--- config.mk ---
export PLATFORM = sky130hd
export DESIGN_NAME = nec_ir_tx
export DESIGN_NICKNAME = d
export VERILOG_FILES = /design/src/rtl/ir_pkg.sv /design/src/rtl/ir_carrier_gen.sv /design/src/rtl/nec_ir_tx.sv
export SDC_FILE = /design/constraint.sdc
export NUM_CORES = 1
export LEC_CHECK = 0
export BUFFER_PORTS_ARGS = -buffer_cell sky130_fd_sc_hd__buf_2
export CORE_MARGIN = 2
export CORE_UTILIZATION = 66
export DETAILED_ROUTE_END_ITERATION = 6
export PLACE_DENSITY_LB_ADDON = 0.08
export SLEW_MARGIN = 20
export SYNTH_ARGS = -nofsm -noshare
export SYNTH_HDL_FRONTEND = slang
export SYNTH_HIERARCHICAL = 1
export SYNTH_SLANG_ARGS = --single-unit
export TNS_END_PERCENT = 10
--- constraint.sdc ---
create_clock -name CLK -period 4.2 [get_ports CLK]
set_clock_uncertainty 0.1 [all_clocks]
set_input_delay 0.42 -clock CLK [delete_from_list [all_inputs] [get_ports CLK]]
set_output_delay 0.42 -clock CLK [all_outputs]
set_load 0.02 [all_outputs]
--- src/rtl/ir_pkg.sv ---
// Shared types and NEC timing constants for the IR transmitter.
// The repeat-code states exist only when NEC_REPEAT_EN is defined.
package ir_pkg;

    typedef enum logic [3:0] {
        IDLE,
        LEAD_MARK,
        LEAD_SPACE,
        BIT_MARK,
        BIT_SPACE,
        STOP_MARK,
        GAP
`ifdef NEC_REPEAT_EN
        , RPT_MARK
        , RPT_SPACE
        , RPT_STOP
`endif
    } ir_state_e;

    localparam int LEAD_MARK_U  = 16;
    localparam int LEAD_SPACE_U = 8;
    localparam int BIT_U        = 1;
    localparam int ONE_SPACE_U  = 3;
    localparam int RPT_SPACE_U  = 4;
    localparam int SLOT_U       = 192;
    localparam int FRAME_BITS   = 32;

    function automatic logic is_mark(input ir_state_e s);
        logic m;
        m = (s == LEAD_MARK) || (s == BIT_MARK) || (s == STOP_MARK);
`ifdef NEC_REPEAT_EN
        m = m || (s == RPT_MARK) || (s == RPT_STOP);
`endif
        return m;
    endfunction

endpackage

--- src/rtl/ir_carrier_gen.sv ---
// Free-running carrier counter; restart lands it on 0 for the first cycle
// of a mark so every mark opens with the carrier high.
module ir_carrier_gen #(
    parameter int CARRIER_CYC = 1316,
    parameter int CARRIER_HI  = 439
) (
    input  logic clk,
    input  logic rst,
    input  logic restart,
    input  logic gate,
    output logic ir_o
);

    localparam int CW = $clog2(CARRIER_CYC);

    logic [CW-1:0] cnt_q, cnt_d;

    always_comb begin
        cnt_d = cnt_q + 1'b1;
        if (restart || (cnt_q == CW'(CARRIER_CYC - 1))) begin
            cnt_d = '0;
        end
    end

    always_ff @(posedge clk or posedge rst) begin
        if (rst) begin
            cnt_q <= '0;
        end else begin
            cnt_q <= cnt_d;
        end
    end

    assign ir_o = gate && (cnt_q < CW'(CARRIER_HI));

endmodule

--- src/rtl/nec_ir_tx.sv ---
// NEC IR frame transmitter: lead, 32 LSB-first data bits, stop, gap to a
// 192-unit slot. Define NEC_REPEAT_EN to send repeat codes while Start is held.
//   state      | meaning
//   IDLE       | waiting for Start
//   LEAD_MARK  | 16-unit lead burst
//   LEAD_SPACE | 8-unit lead space
//   BIT_MARK   | 1-unit burst before each data bit
//   BIT_SPACE  | 1 unit (0) or 3 units (1)
//   STOP_MARK  | closing 1-unit burst
//   GAP        | silence until slot unit 192
//   RPT_*      | repeat code: 16-unit mark, 4-unit space, 1-unit stop
module nec_ir_tx
    import ir_pkg::*;
#(
    parameter int UNIT_CYC    = 28125,
    parameter int CARRIER_CYC = 1316,
    parameter int CARRIER_HI  = 439
) (
    input  logic       CLK,
    input  logic       RST,
    input  logic       Start,
    input  logic [7:0] Addr,
    input  logic [7:0] Cmd,
    output logic       Busy,
    output logic       Done,
    output logic       IR_O
);

    localparam int UW = (UNIT_CYC > 1) ? $clog2(UNIT_CYC) : 1;
    localparam logic [UW-1:0] UNIT_LAST = UW'(UNIT_CYC - 1);

    ir_state_e     state_q, state_d;
    logic [UW-1:0] cyc_q, cyc_d;
    logic [4:0]    dur_q, dur_d;
    logic [7:0]    slot_q, slot_d;
    logic [5:0]    bit_q, bit_d;
    logic [31:0]   shift_q, shift_d;
    logic          unit_end, step, done, restart, mark;

    always_comb begin
        state_d  = state_q;
        cyc_d    = cyc_q;
        dur_d    = dur_q;
        slot_d   = slot_q;
        bit_d    = bit_q;
        shift_d  = shift_q;
        done     = 1'b0;
        unit_end = (cyc_q == UNIT_LAST);
        step     = unit_end && (dur_q == '0);

        if (state_q == IDLE) begin
            cyc_d  = '0;
            slot_d = '0;
            bit_d  = '0;
            if (Start) begin
                shift_d = {~Cmd, Cmd, ~Addr, Addr};
                state_d = LEAD_MARK;
                dur_d   = 5'(LEAD_MARK_U - 1);
            end
        end else begin
            cyc_d = unit_end ? '0 : cyc_q + 1'b1;
            // dur counts remaining units of the current state down to 0
            if (unit_end) begin
                slot_d = slot_q + 1'b1;
                if (dur_q != '0) dur_d = dur_q - 1'b1;
            end
            case (state_q)
                LEAD_MARK: if (step) begin
                    state_d = LEAD_SPACE;
                    dur_d   = 5'(LEAD_SPACE_U - 1);
                end
                LEAD_SPACE: if (step) begin
                    state_d = BIT_MARK;
                    dur_d   = 5'(BIT_U - 1);
                end
                BIT_MARK: if (step) begin
                    state_d = BIT_SPACE;
                    dur_d   = shift_q[0] ? 5'(ONE_SPACE_U - 1) : 5'(BIT_U - 1);
                end
                BIT_SPACE: if (step) begin
                    shift_d = shift_q >> 1;
                    bit_d   = bit_q + 1'b1;
                    dur_d   = 5'(BIT_U - 1);
                    state_d = (bit_q == 6'(FRAME_BITS - 1)) ? STOP_MARK : BIT_MARK;
                end
                STOP_MARK: if (step) state_d = GAP;
                GAP: if (unit_end && (slot_q == 8'(SLOT_U - 1))) begin
                    done   = 1'b1;
                    cyc_d  = '0;
                    slot_d = '0;
`ifdef NEC_REPEAT_EN
                    if (Start) begin
                        state_d = RPT_MARK;
                        dur_d   = 5'(LEAD_MARK_U - 1);
                    end else begin
                        state_d = IDLE;
                    end
`else
                    state_d = IDLE;
`endif
                end
`ifdef NEC_REPEAT_EN
                RPT_MARK: if (step) begin
                    state_d = RPT_SPACE;
                    dur_d   = 5'(RPT_SPACE_U - 1);
                end
                RPT_SPACE: if (step) begin
                    state_d = RPT_STOP;
                    dur_d   = 5'(BIT_U - 1);
                end
                RPT_STOP: if (step) state_d = GAP;
`endif
                default: state_d = IDLE;
            endcase
        end
    end

    always_ff @(posedge CLK or posedge RST) begin
        if (RST) begin
            state_q <= IDLE;
            cyc_q   <= '0;
            dur_q   <= '0;
            slot_q  <= '0;
            bit_q   <= '0;
            shift_q <= '0;
        end else begin
            state_q <= state_d;
            cyc_q   <= cyc_d;
            dur_q   <= dur_d;
            slot_q  <= slot_d;
            bit_q   <= bit_d;
            shift_q <= shift_d;
        end
    end

    // Marks are never adjacent, so a change into a mark state is a mark start.
    assign restart = is_mark(state_d) && (state_d != state_q);
    assign mark    = is_mark(state_q);
    assign Busy    = (state_q != IDLE);
    assign Done    = done;

    ir_carrier_gen #(
        .CARRIER_CYC(CARRIER_CYC),
        .CARRIER_HI (CARRIER_HI)
    ) u_carrier (
        .clk    (CLK),
        .rst    (RST),
        .restart(restart),
        .gate   (mark),
        .ir_o   (IR_O)
    );

endmodule

==> results.txt <==
----------------------------------------------------
[CTS]
  Number of buffers created by CTS ... 9
  Post-CTS clock slew at the launch and capture registers of the worst setup and hold paths ... 0.08 ns
  Buffer depth of the longest clock path ... 2
  Post-CTS setup buffer count ... 0
  Hold bufs inserted after CTS ... 0
  Clock tree from TritonCTS ... built
  Clock tree root buffer cell ... clkbuf_8
  Number of instances resized during post-cts repair ... 0
  H-tree levels ... 3
  Clk_lat worst skew ... 0.34 ns
  Num Clock Sinks ... 81

[Detailed routing]
  Number of vias per cell ... about 5.9
  Post-detailed-route DRC marker count ... 0
  Final Routed Wirelength ... 7.99 mm
  Initial DRC count ... 273
  Number of nets with antenna violations after detailed routing ... 0
  Mean routed wirelength per cell ... 14.5 µm
  Pre-Repair DR Iteration Count ... 4
  Count of vias placed by the detailed router ... roughly 3300

[Synthesis]
  Synth unique cells ... 52
  Synthesized area ... 4170 µm²
  Primary FF master, synth ... dfrtp_1
  Async set-or-reset flop fraction in the synthesized netlist ... 100%
  Sequential area share after synthesis ... 48.6%
  Post-synth EDFFs ... 0
  Count of yosys warnings during synthesis ... 6
  Flop and latch count out of synthesis ... 81
  Avg Cell Area, Syn ... ~9.1 µm²
  Synthesized Nets ... 486
  Post-synthesis cell count ... 460

[Power]
  Worst VDD drop ... 0.296 mV
  Overall power consumption ... approximately 1.7 mW
  Cell area power density ... roughly 370 nW/µm²
  Leakage ... 2.03 nW

[Critical path]
  Critical path capture point type ... primary output
  Worst setup slack for register-to-register paths ... 1.15 ns
  Critical path arrival ... between 2 and 3 ns
  Worst Path Class, Setup ... reg -> out
  Crit path launch ... state_q[3]$_DFF_PP0_
  Depth of the worst register-to-register path ... 7
  Startpoint class of the critical path ... flop
  Startpoint of the most critical register-to-register path ... cyc_q[9]$_DFF_PP0_
  Largest fanout of any net on the critical path ... 32
  CP Data Required Time ... approximately 3.7 ns
  Worst R2R End ... u_carrier/cnt_q[10]$_DFF_PP0_

[Timing]
  Number of slew-limit violations in the final report ... 0
  Final cycle utilization of the critical path ... 73.9%
  Worst Tran Pin Value ... 0.939 ns
  Final sum of negative setup slack ... 0 ns
  Max-slew headroom at the worst pin ... a little under two fifths
  Final hold viol count ... 11
  Worst hold slack after final layout ... -0.00754 ns
  Top achievable clock speed ... 322 MHz
  Final min period ... 3.10 ns
  # setup viols final ... 0
  Setup repair after global routing missed its margin ... false

[Floorplan]
  Die X-Extent ... about 84 µm
  Number of I/O pins ... 22
  Height of the die ... 83.5 µm
  Die outline area ... 6970 µm²
  Core Area ... between 6000 and 7000 µm²
  Initial standard-cell utilization of the core ... 69.2%
  Std-Cell Rows ... 28

[Global routing]
  Via count of the first global-routing pass ... 3220
  Initial antenna violation count ... 0
  Gr ovfl total ... 0
  Pin count of the biggest net entering global routing ... 44
  Total global-route track usage ... 24.9%
  Global-route wire length before repair ... 14.4 mm

[Final layout]
  Fraction of layout cells with a size suffix above 1 ... 10.3%
  Count of fill cells added during filler insertion ... 432
  Final cell area excluding filler cells ... 4500 µm²
  Final cell count without fillers ... 552
  Number of nets in the final layout ... 499
  Area delta synth->final ... 7.80%
  Diodes inserted ... 0

[Place]
  Global placement routability congestion ... 0.854
  Post-Place Cells ... about 540
  Placed Area ... 4320 µm²
  Detailed placer's ending HPWL ... between 5 and 6 mm
  Port Buf Inserts ... 21

[Job]
  Max-capacitance violation count ... 0

[Outcome]
  Violations in the final reports ... hold timing
  Result of the run ... finished, violations left

[Hold path]
  Min-Delay Path Class ... in -> async

----------------------------------------------------
## synth_stat cells (all sizes together), types with 3 or more instances
cell type | n | area (µm²)
clkbuf | 18 | 67.6
nand4 | 5 | 37.5
nor2 | 53 | 199
nor4 | 7 | 65.1
dfrtp | 81 | 2030
or4 | 3 | 22.5
o31ai | 4 | 30.0
nand2 | 60 | 225
o21a | 3 | 22.5
ha | 7 | 87.6
nor3 | 14 | 70.1
nor4b | 4 | 35.0
mux2i | 10 | 100
a21oi | 29 | 145
xnor2 | 15 | 131
nand2b | 6 | 37.5
inv | 15 | 56.3
and3 | 8 | 50.1
nand3 | 22 | 120
or3 | 5 | 35.0
buf | 5 | 30.0
o21ai | 42 | 210
a21o | 9 | 68.8
xor2 | 12 | 105
## sequential cells by signal, summed over array words and instances (netlist names)
signal           count
bit_q                6
shift_q             32
state_q              4
cyc_q               15
slot_q               8
u_carrier/cnt_q     11
dur_q                5
## kinds of logic after synthesis
group,count (synthesis),share of synthesized area [%]
other,1,0.0899
adders and majority gates,7,2.10
buffers and inverters,38,3.69
muxes,10,2.40
AOI/OAI and AO/OA,102,14.5
and+or+nand+nor,194,22.9
DFF,81,48.6
xor gates and xnor gates,27,5.67
## placed cells by master, fill, tap and decap left out, types with 4 or more instances in the layout
cell,n
nor2_1,53
buf_4,4
nand2b_1,6
dfrtp_1,81
inv_1,14
nor4_1,5
xor2_1,12
and3_1,8
nand4_1,4
mux2i_1,10
xnor2_1,15
a21oi_1,29
o21ai_0,42
a21o_1,8
nand3_1,20
nor3_1,14
nor4b_1,4
o31ai_1,4
nand2_1,60
clkbuf_8,9
buf_2,21
ha_1,7
## worst max path at each step
stage                                     to  slack, ns  depth (start not counted)
3_5_place_dp    u_carrier/cnt_q[4]$_DFF_PP0_       1.23                          7
4_1_cts                                 Busy       1.10                          4
5_1_grt        u_carrier/cnt_q[10]$_DFF_PP0_       0.92                          7
6_report                                Busy       1.10                          4
2_1_floorplan   u_carrier/cnt_q[2]$_DFF_PP0_       1.69                          9
3_3_place_gp    u_carrier/cnt_q[4]$_DFF_PP0_       1.34                          7
## per-stage QoR
| stage | setup slack [ns] | util (%) |
|---|---|---|
| global route | 0.917 | 74.6 |
| global placement | 1.34 | 71.7 |
| floorplan | 1.69 | - |
| finish | 1.10 | 74.6 |
| CTS | 1.10 | 74.6 |
| detailed placement | 1.23 | 71.7 |
## report_power, final
| group | internal (mW) | switching, mW |
|---|---|---|
| sequential | 0.872 | 0.0722 |
| clock | 0.272 | 0.262 |
| combinational | 0.0892 | 0.118 |
| total | 1.23 | 0.453 |
## final cells by class
cell class	count	area (µm²)	share of cell area [%]
clock buffer	12	135	3.01
clock inverter	3	42.5	0.946
inverter	15	56.3	1.25
multi-input combinational	341	2010	44.6
sequential	81	2030	45.1
tap	75	93.8	2.09
timing repair buffer	25	135	3.01
## layer usage
| layer | share of wire, % | track usage [%] |
|---|---|---|
| met3 | 2.8 | 3.56 |
| met4 | 1.3 | 8.36 |
| met1 | 48 | 34.4 |
| met5 | 0 | 0 |
| met2 | 48 | 41.0 |
## worst max-delay path, stage by stage, from the launching register on
cell and delay, ns:
dfrtp_1 0.57, nor4_4 0.42, buf_4 0.40, inv_1 0.51
buf_2 0.33
No activity file was read; power rests on OpenSTA's default activity.
